--- config.mk ---
export PLATFORM = sky130hd
export DESIGN_NAME = sha1_block_loader
export DESIGN_NICKNAME = d
export VERILOG_FILES = /design/src/rtl/sha1_block_loader.sv
export SDC_FILE = /design/constraint.sdc
export NUM_CORES = 1
export LEC_CHECK = 0
export ABC_CLOCK_PERIOD_IN_PS = 2500
export CORE_MARGIN = 2
export CORE_UTILIZATION = 40
export CTS_CLUSTER_SIZE = 24
export DETAILED_ROUTE_END_ITERATION = 12
export PLACE_DENSITY = 0.74
export SLEW_MARGIN = 10
export SYNTH_ARGS = -nofsm -noshare
export SYNTH_HDL_FRONTEND = slang
export SYNTH_SLANG_ARGS = --single-unit
export TNS_END_PERCENT = 5
--- constraint.sdc ---
create_clock -name clk -period 2.5 [get_ports clk]
set_input_delay 0.25 -clock clk [delete_from_list [all_inputs] [get_ports clk]]
set_output_delay 0.25 -clock clk [all_outputs]
set_load 0.02 [all_outputs]
--- src/rtl/sha1_block_loader.sv ---
// SHA-1 block loader: pops BLOCK_WORDS words from the message FIFO into the core W-buffer,
// pulses core_start, then waits for core_done. Optional done watchdog: SHA1_LOADER_TIMEOUT_EN.
module sha1_block_loader #(
  parameter int unsigned DATA_WIDTH     = 32,
  parameter int unsigned BLOCK_WORDS    = 16,
  parameter int unsigned IDX_WIDTH      = 4,
  parameter int unsigned TIMEOUT_CYCLES = 255
) (
  input  logic                  clk,
  input  logic                  rstn,
  input  logic                  en,
  input  logic                  fifo_empty,
  input  logic [DATA_WIDTH-1:0] fifo_dout,
  output logic                  fifo_pop,
  input  logic                  core_ready,
  input  logic                  core_done,
  output logic                  core_wr,
  output logic [IDX_WIDTH-1:0]  core_widx,
  output logic [DATA_WIDTH-1:0] core_wdata,
  output logic                  core_start,
  output logic                  busy,
  output logic [15:0]           blk_cnt,
  output logic                  timeout_err
);

  // One extra bit so the counter can hold BLOCK_WORDS itself.
  localparam int unsigned CntW = IDX_WIDTH + 1;

  if ((2 ** IDX_WIDTH) < BLOCK_WORDS || TIMEOUT_CYCLES == 0) begin : g_param_check
    $error("sha1_block_loader: IDX_WIDTH too small or TIMEOUT_CYCLES is zero");
  end

  typedef enum logic [1:0] {StIdle, StLoad, StStart, StWait} state_e;

  state_e                state_q, state_d;
  logic [CntW-1:0]       wcnt_q;
  logic                  core_wr_q;
  logic [IDX_WIDTH-1:0]  widx_q;
  logic [DATA_WIDTH-1:0] wdata_q;
  logic [15:0]           blk_cnt_q;
  logic                  last_pop;
  logic                  timeout_evt;

  assign last_pop = fifo_pop && (wcnt_q == CntW'(BLOCK_WORDS - 1));

  // State register.
  always_ff @(posedge clk or negedge rstn) begin
    if (!rstn) begin
      state_q <= StIdle;
    end else begin
      state_q <= state_d;
    end
  end

  // Next-state logic; en and core_ready only matter in idle, so a started block always finishes.
  always_comb begin
    state_d = state_q;
    unique case (state_q)
      StIdle:  if (en && core_ready) state_d = StLoad;
      StLoad:  if (last_pop) state_d = StStart;
      StStart: state_d = StWait;
      StWait:  if (core_done || timeout_evt) state_d = StIdle;
      default: state_d = StIdle;
    endcase
  end

  // Output logic.
  always_comb begin
    fifo_pop   = (state_q == StLoad) && !fifo_empty && (wcnt_q < CntW'(BLOCK_WORDS));
    core_start = (state_q == StStart);
    busy       = (state_q != StIdle);
  end

  // Datapath: FIFO data is only valid during the pop cycle, so it is captured on that edge.
  always_ff @(posedge clk or negedge rstn) begin
    if (!rstn) begin
      wcnt_q    <= '0;
      core_wr_q <= 1'b0;
      widx_q    <= '0;
      wdata_q   <= '0;
      blk_cnt_q <= '0;
    end else begin
      core_wr_q <= fifo_pop;
      if (fifo_pop) begin
        wdata_q <= fifo_dout;
        widx_q  <= wcnt_q[IDX_WIDTH-1:0];
        wcnt_q  <= wcnt_q + 1'b1;
      end else if (state_q == StStart) begin
        wcnt_q <= '0;
      end
      if (state_q == StWait && core_done) begin
        blk_cnt_q <= blk_cnt_q + 16'd1;
      end
    end
  end

  assign core_wr    = core_wr_q;
  assign core_widx  = widx_q;
  assign core_wdata = wdata_q;
  assign blk_cnt    = blk_cnt_q;

`ifdef SHA1_LOADER_TIMEOUT_EN
  localparam int unsigned WdRaw = $clog2(TIMEOUT_CYCLES + 1);
  localparam int unsigned WdW   = (WdRaw < 8) ? 8 : WdRaw;

  logic [WdW-1:0] wd_q;
  logic           tmo_err_q;

  // Fires on the edge ending the TIMEOUT_CYCLES-th wait cycle; a same-cycle done wins.
  assign timeout_evt = (state_q == StWait) && !core_done && (wd_q == WdW'(TIMEOUT_CYCLES - 1));

  always_ff @(posedge clk or negedge rstn) begin
    if (!rstn) begin
      wd_q      <= '0;
      tmo_err_q <= 1'b0;
    end else begin
      tmo_err_q <= timeout_evt;
      if (state_q != StWait) begin
        wd_q <= '0;
      end else begin
        wd_q <= wd_q + 1'b1;
      end
    end
  end

  assign timeout_err = tmo_err_q;
`else
  assign timeout_evt = 1'b0;
  assign timeout_err = 1'b0;
`endif

endmodule

==> qor.yml <==
netlist_area_mm2: 0.002522
cts_max_level: 3
post-route-period-util: 0.9320
synthCells: 258
startpoint_type: "flip-flop"
die-area_mm2: 0.006957
synth_cell_types: 29
endpoint: "fifo_pop"
whs_ns: 0.4348
drtIter0Drc: 66
utilization: 0.6259
cts_resized: 0
leakage_nw: 1.853
reg2reg_to: "wcnt_q[2]"
swShare: 0.1918
seqPwrFrac: 0.466
totalPowerFinal_mw: 2.084
rsz0062_at_grt: "no"
irDropWorstVdd_mv: 0.3398
hold_viol_final: 0
syn_avg_cell_area_um2: 9.777
tns_ns: 0
place_inst: 419
worst_r2r_startpoint: "state_q[1]"
critPathKind: "reg2out"
tightest_slew_ns: 0.6797
nFillCells: 504
cts_buffers: 9
reg2regPathDepth: 8
reg2reg_setup_slack_ns: 0.51
ys.flop_type: "dfrtp_1"
layout.nets: 402
drive_above_1_share: 0.06648
power.internal_mw: 1.685
via_count: 2062
groute.usage.overall: 0.1713
placementRows: 28
worstSetupEndpointType: "output pin"
overflow: 0
numPortBuffers: 93
min_path_type: "in2reg"
cts_buffer_depth: 2
clock-root-buffer: "clkbuf_8"
power_density_mw_per_mm2: 555.9
place_congestion: 0.7635
setup-violations-final: 0
fin_crit_ns: 2.330
clock_power_share: 0.494
relSlewSlack: 0.5469
cts.sinks: 60
die_w_um: 83.41
remaining_drc_errors: 0
io_pins: 95
drt_wl_total_um: 5398
synth.ff_latch_count: 60
switching_power_mw: 0.3998
worstSetupStartpoint: "state_q[1]"
ant_nets: 0
critPathMaxFanout: 4
holdBufCountCts: 1
syn_nets: 304
syn_to_final_growth_pct: 48.66
status: "finished clean"
finalClockSkew_ns: 0.004692
clkLatencyLatePin_ns: 0.34
routed_via_density: 4.729
yosysSeqAreaShare: 0.5952
antenna_found_initial: 0
die_h_um: 83.41
arrival_ns: 2.08
final_cells: 436
grt_max_degree: 43
place_hpwl_um: 3768
diodes: 0
cts_setup_buffers: 0
wire_per_inst_um: 12.38
final_max_slew_viol_count: 0
path_clk_slew_ns: 0.07
cts_tree: "built"
clock.fmax_ghz: 0.4292
initial_utilization: 0.4211
cap_violations: 0
firstDrtPassIters: 4
core-area_mm2: 0.005991
yosysWarnings: 0
synth_edf_count: 0
critPathRequiredTime_ns: 2.25
first_global_vias: 2093
synth-async-reset-ratio: 1.000
p_comb_frac: 0.040
grt_pass1_wl_um: 9591
## flip-flops by register name (all words and copies together) (netlist names)
register and cells:
blk_cnt 16, core_wr 1, wcnt_q 5, state_q 2, core_widx 4, core_wdata 32
## final cells by class
| class | instances | area (um^2) | area share |
|---|---|---|---|
| clock buffer | 11 | 131.4 | 0.03504 |
| sequential | 60 | 1501 | 0.4004 |
| timing repair buffer | 97 | 970.9 | 0.2589 |
| multi-input combinational | 180 | 920.9 | 0.2456 |
| clock inverter | 5 | 100.1 | 0.02669 |
| tap | 75 | 93.84 | 0.02503 |
| inverter | 8 | 31.28 | 0.008342 |
## cells in the mapped netlist, types with 2 or more instances
cell        n  area (um^2)
nand2_1   117        439.2
dfrtp_1    60         1501
xnor2_1    10        87.58
ha_1        8        100.1
inv_1       7        26.28
nor2_1      7        26.28
nand3_1     6        30.03
xor2_1      5        43.79
and3_1      4        25.02
buf_4       4        30.03
clkbuf_1    3        11.26
nand4_1     3        18.77
o21ai_0     3        15.01
o21ai_1     3        15.01
buf_6       2        22.52
mux2_2      2        22.52
nor4_1      2        12.51
## per-layer routing
layer | part of all wire | vias up | GRT usage
met5 | 0 | - | 0
met3 | 0.066 | 10 | 0.05964
met4 | 0.017 | 0 | 0.06745
met1 | 0.45 | 974 | 0.2083
met2 | 0.47 | 67 | 0.2801
li1 | - | 1011 | -
## logic make-up after synthesis
family / after synthesis / share of synthesized area
AND/OR/NAND/NOR: 144 / 0.2356
flip-flops: 60 / 0.5952
buffers and inverters: 18 / 0.03968
XOR/XNOR: 15 / 0.05208
AO/OA/AOI/OAI: 9 / 0.02331
adder cells (fa/ha/maj): 8 / 0.03968
multiplexers: 3 / 0.01290
other: 1 / 0.001487
## stage by stage
step | setup slack (ns) | area [um^2]
after global routing | 0.05171 | 3750
after detailed placement | 0.4583 | 3508
after floorplan | 0.7186 | 2522
after global placement | 0.4663 | 3508
after CTS | 0.1445 | 3750
final | 0.1701 | 3750
## critical path, stage by stage, from the launching register on
cell	delay, ns
dfrtp_1	0.41
inv_1	0.11
ha_1	0.16
or3b_1	0.40
clkinv_2	0.08
clkdlybuf4s50_1	0.60
## power groups by stage
stage	Combinational [mW]	Clock, mW	Sequential [mW]
CTS	0.0868	1.05	0.971
global route	0.0926	1.10	0.970
detailed placement	0.0850	0	0.989
global placement	0.0852	0	0.989
floorplan	0.00374	0	0.989
finish	0.0842	1.03	0.971
## placed cells by master (no fill, tap or decap)
cell type / count
mux2_2: 2
nor4_1: 2
conb_1: 1
clkbuf_1: 2
nand4_1: 3
buf_2: 1
dfrtp_1: 60
mux2i_1: 1
dlygate4sd3_1: 1
clkbuf_8: 9
a222oi_1: 1
xor2_1: 5
o21ai_0: 3
buf_4: 2
nand2_1: 117
clkinv_2: 3
o21ai_1: 3
a31oi_2: 1
or3b_1: 1
xnor2_1: 10
ha_1: 8
bufinv_16: 3
o22ai_1: 1
nand2b_1: 1
buf_12: 1
nor3_1: 1
nand3_2: 1
inv_1: 7
nor2_1: 7
clkdlybuf4s50_1: 92
nand3_1: 6
nor4_2: 1
and3_1: 4
## worst min-delay path by stage
stage	slack (ns)	cells after the start	end	startpoint
2_1_floorplan	-0.05	0	blk_cnt[0]	rstn
5_1_grt	0.43	3	core_wdata[9]	fifo_dout[9]
4_1_cts	0.42	3	core_wdata[31]	fifo_dout[31]
3_5_place_dp	0.34	1	blk_cnt[9]	rstn
3_3_place_gp	0.33	1	blk_cnt[9]	rstn
6_report	0.43	3	core_wdata[31]	fifo_dout[31]
Note: power is estimated with default switching activity, not from simulation.
